==> src/rtl/cache_arbiter_pkg.sv <==
// Shared types and sizing for the I/D cache physical-memory arbiter.
package cache_arbiter_pkg;

  localparam int unsigned ARB_LINE_WIDTH   = 256;
  localparam int unsigned ARB_ADDR_WIDTH   = 32;
  localparam int unsigned LINE_OFFSET_BITS = $clog2(ARB_LINE_WIDTH / 8);

  typedef enum logic [1:0] {
    ARB_IDLE,
    ARB_I,
    ARB_D
  } arb_state_t;

  typedef enum logic {
    ARB_CLIENT_I,
    ARB_CLIENT_D
  } arb_client_t;

endpackage

==> src/rtl/cache_arbiter.sv <==
// Shares one line-wide memory port between the I-cache and D-cache; the winner's
// request is latched at grant and the response is routed back only to it.
module cache_arbiter
  import cache_arbiter_pkg::*;
#(
  parameter int unsigned LINE_WIDTH = ARB_LINE_WIDTH,
  parameter int unsigned ADDR_WIDTH = ARB_ADDR_WIDTH,
  parameter int unsigned D_PRIORITY = 0
) (
  input  logic                  clk,
  input  logic                  rst_n,

  input  logic                  i_pmem_read,
  input  logic                  i_pmem_write,
  input  logic [ADDR_WIDTH-1:0] i_pmem_address,
  input  logic [LINE_WIDTH-1:0] i_pmem_wdata,
  output logic                  i_pmem_resp,
  output logic [LINE_WIDTH-1:0] i_pmem_rdata,

  input  logic                  d_pmem_read,
  input  logic                  d_pmem_write,
  input  logic [ADDR_WIDTH-1:0] d_pmem_address,
  input  logic [LINE_WIDTH-1:0] d_pmem_wdata,
  output logic                  d_pmem_resp,
  output logic [LINE_WIDTH-1:0] d_pmem_rdata,

  output logic                  pmem_read,
  output logic                  pmem_write,
  output logic [ADDR_WIDTH-1:0] pmem_address,
  output logic [LINE_WIDTH-1:0] pmem_wdata,
  input  logic                  pmem_resp,
  input  logic [LINE_WIDTH-1:0] pmem_rdata
);

  localparam int unsigned OFFSET_BITS = $clog2(LINE_WIDTH / 8);
  localparam logic [ADDR_WIDTH-1:0] ADDR_MASK = {ADDR_WIDTH{1'b1}} << OFFSET_BITS;

  arb_state_t  state;
  arb_client_t rr_next;

  logic                  i_req;
  logic                  d_req;
  logic                  grant_d;
  logic                  sel_read;
  logic                  sel_write;
  logic [ADDR_WIDTH-1:0] sel_addr;
  logic [LINE_WIDTH-1:0] sel_wdata;

  // Grant selection: D wins when alone, on priority mode, or when it holds the round-robin turn.
  assign i_req   = i_pmem_read | i_pmem_write;
  assign d_req   = d_pmem_read | d_pmem_write;
  assign grant_d = d_req && (!i_req || (D_PRIORITY != 0) || (rr_next == ARB_CLIENT_D));

  // Write takes precedence over read when a client illegally raises both.
  assign sel_write = grant_d ? d_pmem_write : i_pmem_write;
  assign sel_read  = grant_d ? (d_pmem_read & ~d_pmem_write) : (i_pmem_read & ~i_pmem_write);
  assign sel_addr  = grant_d ? d_pmem_address : i_pmem_address;
  assign sel_wdata = grant_d ? d_pmem_wdata : i_pmem_wdata;

  always_ff @(posedge clk or negedge rst_n) begin
    if (!rst_n) begin
      state        <= ARB_IDLE;
      rr_next      <= ARB_CLIENT_I;
      pmem_read    <= 1'b0;
      pmem_write   <= 1'b0;
      pmem_address <= '0;
      pmem_wdata   <= '0;
    end else begin
      case (state)
        ARB_IDLE: begin
          if (i_req || d_req) begin
            state        <= grant_d ? ARB_D : ARB_I;
            pmem_read    <= sel_read;
            pmem_write   <= sel_write;
            pmem_address <= sel_addr & ADDR_MASK;
            pmem_wdata   <= sel_wdata;
            if (i_req && d_req && (D_PRIORITY == 0)) begin
              rr_next <= grant_d ? ARB_CLIENT_I : ARB_CLIENT_D;
            end
          end
        end
        ARB_I, ARB_D: begin
          if (pmem_resp) begin
            state      <= ARB_IDLE;
            pmem_read  <= 1'b0;
            pmem_write <= 1'b0;
          end
        end
        default: state <= ARB_IDLE;
      endcase
    end
  end

  // Data is broadcast; only the completion strobe is steered to the owner.
  assign i_pmem_rdata = pmem_rdata;
  assign d_pmem_rdata = pmem_rdata;
  assign i_pmem_resp  = pmem_resp && (state == ARB_I);
  assign d_pmem_resp  = pmem_resp && (state == ARB_D);

`ifndef SYNTHESIS
  always_ff @(posedge clk) begin
    if (rst_n && (state == ARB_IDLE)) begin
      assert (!(i_pmem_read && i_pmem_write));
      assert (!(d_pmem_read && d_pmem_write));
    end
  end
`endif

endmodule

==> config.mk <==
export PLATFORM = sky130hd
export DESIGN_NAME = cache_arbiter
export DESIGN_NICKNAME = d
export VERILOG_FILES = /design/src/rtl/cache_arbiter_pkg.sv /design/src/rtl/cache_arbiter.sv
export SDC_FILE = /design/constraint.sdc
export NUM_CORES = 1
export LEC_CHECK = 0
export CAP_MARGIN = 40
export CORE_AREA = 3 3 640 642
export CTS_BUF_LIST = sky130_fd_sc_hd__clkbuf_8
export DETAILED_ROUTE_END_ITERATION = 16
export DIE_AREA = 0 0 643 645
export GPL_ROUTABILITY_DRIVEN = 0
export SLEW_MARGIN = 0
export SYNTH_ARGS = -nofsm -noshare
export SYNTH_HDL_FRONTEND = slang
export SYNTH_SLANG_ARGS = --single-unit
==> constraint.sdc <==
create_clock -name clk -period 4.25 [get_ports clk]
set_input_delay 1.275 -clock clk [delete_from_list [all_inputs] [get_ports clk]]
set_output_delay 1.275 -clock clk [all_outputs]
set_load 0.01 [all_outputs]
; ---- Word level (Yosys, flattened, before mapping)
; Cells that the tools add are included.
[classes]
n_eq_ne = 4
n_mux = 14
n_bitwise = 6
n_reduce_logical = 14
[op_table]
columns = op, count
row1 = $mux W256, 1
row2 = $mux W32, 1
row3 = $mux W1, 6
row4 = $mux W2, 3
row5 = $reduce_and A3 Y1, 2
row6 = $logic_and A1 B1 Y1, 4
row7 = $ne A2 B2 Y1 const B, 2
row8 = $pmux W1 S2, 2
row9 = $pmux W2 S2, 1
row10 = $reduce_and A2 Y1, 2
row11 = $and A1 B1 Y1, 2
row12 = $eq A2 B1 Y1 const B, 1
row13 = $eq A2 B2 Y1 const B, 1
row14 = $logic_not A2 Y1, 1
row15 = $logic_or A1 B1 Y1, 2
row16 = $not A1 Y1, 2
row17 = $or A1 B1 Y1, 2
row18 = $reduce_bool A2 Y1, 1
row19 = $reduce_or A2 Y1, 1
row20 = $logic_not A1 Y1, 1
[word_totals]
reg_bits = 288
inputBits = 839
out_inout_bits = 804
elab_cells = 44

; ---- Logic depth before layout (Yosys ltp)
[depth]
ltp_word = 7
depth_mapped = 9
ltp_nobuf = 6

; ---- Worst setup path before layout
; No wires, ideal clock.
[synth_path]
path_kind = input port to output port
start = input pmem_resp
end = output i_pmem_resp
arrival_time_ns = 1.440
t_required_ns = 2.975
path_slack_ns = 1.535
path_stages = 1
n_path_buf = 0
path_cell_list = and2_1
[synth_between]
elab_chain_len = 1
[synth_lines]
columns = element, line_no
row1 = start: declaration, cache_arbiter.sv:31  ; input logic pmem_resp,
row2 = $logic_and A1 B1 Y1, cache_arbiter.sv:97  ; assign i_pmem_resp = pmem_resp && (state == ARB_I);
row3 = end: declaration, cache_arbiter.sv:17  ; output logic i_pmem_resp,
; Every way passes these cells.

; ---- Worst setup path in the final report
[layout_path]
start = register pmem_wdata[33]
end = output pmem_wdata[33]
[layout_rtl]
columns = element, line_no
row1 = start: declaration, cache_arbiter.sv:30  ; output logic [LINE_WIDTH-1:0] pmem_wdata,
row2 = start signal: assignment, cache_arbiter.sv:76  ; pmem_wdata <= sel_wdata;
; No word-level cell between the ends.

==> impl_metrics.csv <==
group,metric,value,unit
routing,antenna_left,0,
critical_path,reg2reg_from,"state[0]",
flow_run,max_cap_violations,0,
place,dpl.hpwl,258.8,mm
grt,grt_max_degree,178,
floorplanning,core-area,405200,µm²
critical_path,start_kind,"flop",
synthesis,synth_area_leaders,"dfrtp_1 42%, buf_4 22%, nand2_1 12%, a31oi_1 10%, nor2_1 6.2%",
status,status,"finished clean",
timing,hold-worst-slack,0.4139,ns
cts,path_clk_slew,0.06,ns
critical_path,critPathTopFamily,"buffers and inverters",
finish,area_growth,71.36,%
critical_path,path_max_fanout,2,
finish,fillers,47540,
cts,cts-root-buf,"clkbuf_8",
critical_path,required,2.97,ns
timing,tightestPinTransition,1.049,ns
critical_path,crit_chain,"clkdlybuf4s50_1",
critical_path,path_depth,1,
timing,rsz0062_at_grt,"false",
routing,dr.pass1.iters,5,
grt,track_usage,0.1301,
floorplanning,num_rows,234,
cts,cts_sinks,288,
cts,clock_path_buffers,3,
finish,layout.cells.most_common,"clkdlybuf4s50_1",
routing,viasPerCell,2.217,
routing,wirelength,280.7,mm
grt,grt-ovfl-total,0,
critical_path,crit_type,"reg2out",
grt,antenna_found_initial,154,
timing,finalCritPeriodShare,0.8261,
cts,cts_post_setup_buffers_inserted,0,
timing,setup_tns,0,ns
finish,drive_above_1_share,0.05565,
critical_path,cp_slowest_cell,"clkdlybuf4s50_1",
finish,layout_common_cells,"849 x clkdlybuf4s50_1, 571 x nand2_1, 288 x dfrtp_1",
finish,nNetsFinal,3260,
floorplanning,dieArea,414700,µm²
grt,first_global_vias,16010,
timing,fmax,284.8,MHz
critical_path,ff2ff_path_depth,6,
timing,finalSetupViolCount,0,
synthesis,syn_area,17330,µm²
cts,cts_tree,"done",
critical_path,slowest_delay,1.01,ns
power,p_total,20.57,mW
cts,ctsHoldBuffers,0,
floorplanning,ios,1643,
grt,grt_pass1_wl,318.5,mm
critical_path,path_buf_inv,1,
routing,vias,17550,
cts,numCtsBuffers,60,
timing,hold_viol,0,
synthesis,ys_warn_count,0,
synthesis,synth_cell_types,29,
cts,ctsResizeCount,0,
place,place.port_buffers,859,
cts,clock_latency,0.83,ns
worst_hold_path,min_path_type,"in2async",
routing,drt-initial-drc-count,1433,
routing,drc,0,
routing,wl_per_cell,35.47,µm
floorplanning,die_h,645,µm
timing,report.final.slew_viol_count,0,
synthesis,synth.top_cell.area_share,0.4159,
critical_path,arrival,2.24,ns
floorplanning,die_w,643,µm
synthesis,syn_inst,2105,
power,leakage,9.888,nW
synthesis,ys_seq_elements,288,
power,vdd_drop_max,0.0003995,V
power,p_per_area,692.8,nW/µm²
synthesis,yosysSeqAreaShare,0.4159,
critical_path,critPathCaptureType,"output pin",
cts,htree_levels,2,
timing,slew_headroom,0.3007,
synthesis,synth_area_per_cell,8.232,µm²
timing,worst_clock_skew,0.05250,ns
synthesis,yosys.area.top_type,"dfrtp_1",
timing,finalCriticalPeriod,3.511,ns
critical_path,setup.worst_path.start,"pmem_wdata[33]",
floorplanning,initial_core_util,0.04276,
[final timing paths]
kind	slack [ns]	endpoint
max reg2reg	1.68	pmem_wdata[182]
min	0.41	pmem_wdata[234]
max in group asynchronous	2.76	pmem_wdata[192]
min reg2reg	0.52	pmem_read
max	0.74	pmem_wdata[33]
min in group clk	0.52	pmem_read
[metal layers]
metal / part of all wire / up-vias / track usage
met1: 0.23 / 7883 / 0.08847
li1: - / 6989 / -
met4: 0.051 / 102 / 0.05444
met3: 0.25 / 552 / 0.1474
met5: 0.0050 / - / 0.01422
met2: 0.46 / 2024 / 0.2155
[cell usage after synthesis (all sizes together)]
library cell    n
o41ai           1
dfrtp         288
and2            3
a21oi           3
nand3           2
o21bai          1
o21ai           2
nand3b          1
nand2         572
buf           637
o21ba           1
nor2          284
o211ai          3
conb            1
ha              3
clkbuf          7
nand2b          2
and3            1
xnor2           1
a22o            1
or2             1
nor4            1
inv             2
nor2b           4
a31oi         283
[flip-flops by register name (all words and copies together), names as in the netlist]
signal and cells:
pmem_write 1, pmem_address 27, rr_next 1, pmem_wdata 256, pmem_read 1, state 2
[kinds of logic (layout without fill, tap and decap cells)]
| logic type | after synthesis | after routing | share of synthesized area |
|---|---|---|---|
| other cells | 1 | 30 | 0.0002164 |
| buf+inv | 646 | 999 | 0.2825 |
| simple gates | 871 | 871 | 0.1918 |
| fa+ha+maj | 3 | 3 | 0.002166 |
| compound gates | 295 | 295 | 0.1069 |
| xor+xnor | 1 | 1 | 0.0005055 |
| flops | 288 | 288 | 0.4159 |
[stage by stage]
stage / setup WS [ns] / instances / utilization / instance area (µm²)
2_1_floorplan: 1.535 / 2109 / - / 17340
3_5_place_dp: 0.6080 / 7783 / 0.06985 / 28300
3_3_place_gp: 0.6742 / 7781 / 0.06977 / 28270
4_1_cts: 0.5337 / 7889 / 0.07309 / 29610
5_1_grt: 0.6160 / 7903 / 0.07320 / 29660
6_report: 0.7390 / 7915 / 0.07328 / 29690
[report_power, final]
| part | total [mW] | switching (mW) | internal, mW | leakage (nW) |
|---|---|---|---|---|
| combinational | 12.1 | 7.84 | 4.24 | 5.89 |
| sequential | 5.07 | 0.871 | 4.20 | 3.28 |
| clock | 3.43 | 1.56 | 1.87 | 0.721 |
| total | 20.6 | 10.3 | 10.3 | 9.89 |
[cell type report]
type,instances,area [µm²],share of cell area
repair buffers,891,9056,0.3050
clock inverters,32,292.8,0.009861
clock buffers,74,1018,0.03430
inverters,2,7.507,0.0002528
diodes,25,62.56,0.002107
well taps,5428,6792,0.2287
flip-flops and latches,288,7207,0.2427
multi-input cells,1175,5256,0.1770
(Power assumes the default switching activity.)
